--- config.mk ---
export PLATFORM = sky130hd
export DESIGN_NAME = uart_tx_sequencer
export DESIGN_NICKNAME = d
export VERILOG_FILES = /design/src/rtl/uart_tx_sequencer.sv
export SDC_FILE = /design/constraint.sdc
export NUM_CORES = 1
export LEC_CHECK = 0
export CAP_MARGIN = 20
export CORE_UTILIZATION = 46
export CTS_CLUSTER_DIAMETER = 80
export DETAILED_ROUTE_END_ITERATION = 7
export PLACE_DENSITY = 0.73
export SKIP_LAST_GASP = 1
export SYNTH_ARGS = -nofsm -noshare
export SYNTH_HDL_FRONTEND = slang
export SYNTH_SLANG_ARGS = --single-unit
export TNS_END_PERCENT = 20
--- constraint.sdc ---
create_clock -name clk -period 1.9 [get_ports clk]
set_input_delay 0.38 -clock clk [delete_from_list [all_inputs] [get_ports clk]]
set_output_delay 0.38 -clock clk [all_outputs]
set_load 0.01 [all_outputs]
--- src/rtl/uart_tx_sequencer.sv ---
// UART transmit sequencer: serialises one parallel word per handshake into
// start bit, DBIT data bits (LSB first) and a stop period, paced by s_tick.
module uart_tx_sequencer #(
  parameter int unsigned DBIT    = 8,
  parameter int unsigned OS      = 16,
  parameter int unsigned SB_TICK = 16
) (
  input  logic            clk,
  input  logic            reset,
  input  logic            s_tick,
  input  logic            tx_start,
  input  logic [DBIT-1:0] din,
  output logic            tx_ready,
  output logic            tx_done_tick,
  output logic            tx
);

  localparam int unsigned SMax = (OS > SB_TICK) ? OS : SB_TICK;
  localparam int unsigned SW   = (SMax > 1) ? $clog2(SMax) : 1;
  localparam int unsigned NW   = (DBIT > 1) ? $clog2(DBIT) : 1;

  localparam logic [SW-1:0] SLastBit  = SW'(OS - 1);
  localparam logic [SW-1:0] SLastStop = SW'(SB_TICK - 1);
  localparam logic [NW-1:0] NLast     = NW'(DBIT - 1);

  typedef enum logic [1:0] {StIdle, StStart, StData, StStop} state_e;

  state_e          state_q, state_d;
  logic [SW-1:0]   s_q, s_d;
  logic [NW-1:0]   n_q, n_d;
  logic [DBIT-1:0] b_q, b_d;
  logic            tx_q, tx_d;
  logic            done_q, done_d;

  // State, counters, shift register and registered outputs.
  always_ff @(posedge clk) begin
    if (reset) begin
      state_q <= StIdle;
      s_q     <= '0;
      n_q     <= '0;
      b_q     <= '0;
      tx_q    <= 1'b1;
      done_q  <= 1'b0;
    end else begin
      state_q <= state_d;
      s_q     <= s_d;
      n_q     <= n_d;
      b_q     <= b_d;
      tx_q    <= tx_d;
      done_q  <= done_d;
    end
  end

  // Next-state logic: count s_tick pulses within each bit period.
  always_comb begin
    state_d = state_q;
    s_d     = s_q;
    n_d     = n_q;
    b_d     = b_q;
    done_d  = 1'b0;
    unique case (state_q)
      StIdle: begin
        // Ticks in the acceptance cycle are deliberately not counted.
        if (tx_start) begin
          state_d = StStart;
          s_d     = '0;
          b_d     = din;
        end
      end
      StStart: begin
        if (s_tick) begin
          if (s_q == SLastBit) begin
            state_d = StData;
            s_d     = '0;
            n_d     = '0;
          end else begin
            s_d = s_q + SW'(1);
          end
        end
      end
      StData: begin
        if (s_tick) begin
          if (s_q == SLastBit) begin
            s_d = '0;
            b_d = b_q >> 1;
            if (n_q == NLast) begin
              state_d = StStop;
            end else begin
              n_d = n_q + NW'(1);
            end
          end else begin
            s_d = s_q + SW'(1);
          end
        end
      end
      StStop: begin
        if (s_tick) begin
          if (s_q == SLastStop) begin
            state_d = StIdle;
            s_d     = '0;
            done_d  = 1'b1;
          end else begin
            s_d = s_q + SW'(1);
          end
        end
      end
      default: state_d = StIdle;
    endcase
  end

  // Line level follows the next state so tx and state change on the same edge.
  always_comb begin
    tx_d = 1'b1;
    unique case (state_d)
      StIdle:  tx_d = 1'b1;
      StStart: tx_d = 1'b0;
      StData:  tx_d = b_d[0];
      StStop:  tx_d = 1'b1;
      default: tx_d = 1'b1;
    endcase
  end

  assign tx           = tx_q;
  assign tx_done_tick = done_q;
  assign tx_ready     = (state_q == StIdle);

endmodule

==> impl_summary.txt <==
----------------------------------------------------
[Global route]
  Largest net degree at the start of global routing ... 13
  Total routing resource utilization after global routing ... 0.212
  Number of global-route vias before repair ... 789
  Total congestion overflow after global routing ... 0
  Antenna violations before repair ... 0
  Wire length of the first global-routing pass ... 3300 µm

[Outcome]
  Status ... finished clean

[CTS]
  Register clock-pin slew on the reported worst setup and hold paths ... 0.11 ns
  Total of hold buffers inserted after clock tree synthesis ... 0
  Clock H-tree levels ... 1
  CTS root buffer ... clkbuf_4
  Bufs on Longest Clock Path ... 2
  TritonCTS clock tree ... done
  Clock latency of the later-clocked register in the worst-skew pair ... 0.31 ns
  Number of CTS-inserted buffers ... 3
  Clk sinks ... 19

[Hold path]
  Worst Hold Launch ... b_q[4]
  Path class of the lowest-slack min-delay path ... flop to flop

[Critical path]
  Critical path start-end classification ... flop to flop
  Kind of start point of the critical path ... flop
  Critical path peak fanout ... 4
  Ordered cell list for the critical path ... ha_4, and4_4, nand2_4, xnor2_2, ha_1, a21oi_2, a31oi_1, o22a_1
  Longest individual stage delay on the worst path ... 0.38 ns
  Worst reg-to-reg setup slack ... 0.06 ns
  CP delay by family, top ... adder cells
  Number of buffer and inverter stages on the critical path ... 0
  Startpoint of the worst setup timing path ... s_q[0]
  Library cell contributing the largest single delay on the critical path ... dfxtp_2
  Data arrival, critical path ... 2.05 ns
  Endpoint required time on the critical path ... 2.11 ns
  Critical path endpoint category ... flop
  Startpoint of the most critical register-to-register path ... s_q[0]

[Placement]
  Number of placed instances, taps included ... 155
  Post-Place Setup Slack ... -0.375 ns
  Total of buffers placed on input and output ports ... 14
  Global placement routability congestion ... 0.803
  Post-DP HPWL ... 1600 µm

[Timing]
  Relative slew margins ... 0.752
  Final cycle utilization of the critical path ... 0.967
  Achievable clock frequency ... 544 MHz
  Final number of max-transition violations ... 0
  Final number of setup-violating endpoints ... 0
  Worst hold slack ... 0.463 ns
  Final worst-path setup slack ... 0.0621 ns
  Crit path time final ... 1.84 ns
  Final hold viol count ... 0
  Worst Tran Pin Value ... 0.372 ns
  Clock skew ... 0.00146 ns

[Finish]
  Fill count ... 178
  Most frequent cells in the layout ... dfxtp_1 (15), a21oi_1 (14), buf_4 (14), nand2_1 (13), clkdlybuf4s50_1 (13)
  Utilization after layout ... 0.668
  Total number of nets in the final design ... 151
  Synth-to-layout area growth ... 37.0%
  Most common cell after layout, fill and taps aside ... dfxtp_1
  Cell Count, Final, Fillers Out ... 161
  Fraction of final layout cells with drive strength greater than 1 ... 0.291
  Total area of multi-input combinational cells ... 602 µm²
  Area taken by flip-flops and latches ... 385 µm²
  # diodes ... 0

[Drt]
  DRT Wirelength ... 2290 µm
  Router iterations before antenna repair ... 4
  Iteration-0 DRC count of the detailed router ... 18
  Drc violations ... 0
  Remaining antenna violation count ... 0
  Wire per inst ... 14.2 µm
  Via count ... 895
  Avg Vias per Cell ... 5.56

[Pwr]
  Sequential Power Share ... 0.565
  Overall Power ... 0.752 mW
  Power spent charging and discharging nets ... 0.198 mW
  Proportion of power drawn by combinational gates ... 0.149
  Pwr dens ... 574 mW/mm²
  Pleak ... 0.486 nW
  Fraction of power consumed by the clock network ... 0.286
  Cell-internal power ... 0.554 mW
  Switching part of the total ... 0.264
  Max VDD drop ... 0.000436 V

[Yosys]
  Register bit count reported by yosys ... 19
  Post-synthesis area per instance ... 8.95 µm²
  Distinct cell type count after synthesis ... 34
  Share of async-settable or async-resettable flops after synthesis ... 0
  Share of synthesized area occupied by flip-flops and latches ... 0.397
  Post-synth EDFFs ... 0
  Count of mapped cells out of synthesis ... 107
  Top FF cell, synth ... dfxtp_1
  Net Count, Synth ... 123
  Cell Area, Synth ... 957 µm²
  Synth Warn # ... 0

[Floorplanning]
  Effective utilization at floorplan ... 0.488
  Width of the chip ... 47.6 µm
  Core area ... 0.00196 mm²
  Die Y-Extent ... 47.6 µm
  Standard-cell rows ... 16
  Top Ports ... 15
  Total die area ... 0.00227 mm²

[Flow run]
  Number of maximum-capacitance constraint violations ... 0

----------------------------------------------------
-- through the flow --
| stage | instance area [µm²] | TNS, ns |
|---|---|---|
| after CTS | 1240 | 0 |
| after detailed placement | 1190 | -0.375 |
| after global routing | 1310 | -0.00583 |
| after floorplan | 961 | 0 |
| after global placement | 1190 | -0.278 |
| final | 1310 | 0 |
-- registers in the layout, indices dropped and copies added, names as in the netlist --
signal,cells
tx_done_tick,1
b_q,8
s_q,4
tx,1
state_q,2
n_q,3
-- tightest hold or removal path: stages (launching register included) --
cell	delay [ns]
dfxtp_1	0.33
nand2_1	0.05
a21oi_1	0.05
-- worst paths after layout --
| path | end | cells after the start |
|---|---|---|
| max | tx | 8 |
| max reg2reg | tx | 8 |
| min reg2reg | b_q[4] | 2 |
| min | b_q[4] | 2 |
-- cells in the mapped netlist, drive strengths merged, types with 2 or more instances --
| cell | n | share of area |
|---|---|---|
| dfxtp | 19 | 0.40 |
| a22oi | 7 | 0.055 |
| buf | 4 | 0.034 |
| a311oi | 2 | 0.018 |
| nor3 | 2 | 0.010 |
| nand3 | 2 | 0.010 |
| a31oi | 2 | 0.013 |
| nand2 | 14 | 0.055 |
| nor2 | 7 | 0.027 |
| nor2b | 3 | 0.022 |
| nor3b | 2 | 0.033 |
| a21oi | 16 | 0.084 |
| clkbuf | 2 | 0.0078 |
| o21ai | 4 | 0.033 |
| ha | 4 | 0.052 |
| o211ai | 2 | 0.021 |
| o2111ai | 2 | 0.018 |
| or3 | 2 | 0.013 |
-- power groups by stage --
stage	combinational (mW)	clock (mW)	sequential, mW
6_report	0.112	0.215	0.425
5_1_grt	0.123	0.240	0.427
4_1_cts	0.107	0.223	0.424
3_5_place_dp	0.105	0	0.433
3_3_place_gp	0.103	0	0.432
2_1_floorplan	0.0553	0	0.431
-- metal layers --
metal  global-route usage  vias to the layer above  wire, µm
met4                0.122                        0        45
met3               0.0264                        6        76
li1                     -                      445         -
met5                    0                        -         0
met1                0.252                      421       962
met2                0.367                       23      1200
-- cell type report --
| class | instances | share of cell area |
|---|---|---|
| Multi-Input combinational cell | 81 | 0.459 |
| Sequential cell | 19 | 0.294 |
| Timing Repair Buffer | 29 | 0.198 |
| Tap cell | 27 | 0.0258 |
| Clock buffer | 3 | 0.0172 |
| Clock inverter | 1 | 0.00382 |
| Inverter | 1 | 0.00286 |
-- logic make-up after synthesis --
| family | count (synthesis) | share of synthesized area |
|---|---|---|
| buffers and inverters | 7 | 0.0457 |
| AOI/OAI and AO/OA | 37 | 0.259 |
| and+or+nand+nor | 38 | 0.227 |
| DFF | 19 | 0.397 |
| xor gates and xnor gates | 2 | 0.0183 |
| adders and majority gates | 4 | 0.0523 |
-- timing repair --
item | CTS | global route
setup buffers | 0 | 2
setup endpoints to repair | 1 | 1
resized for setup | 5 | 12
gates cloned | 0 | 0
pin swaps | 1 | 6
endpoints found under the hold margin | 0 | 0
No activity file was read; power rests on OpenSTA's default activity.
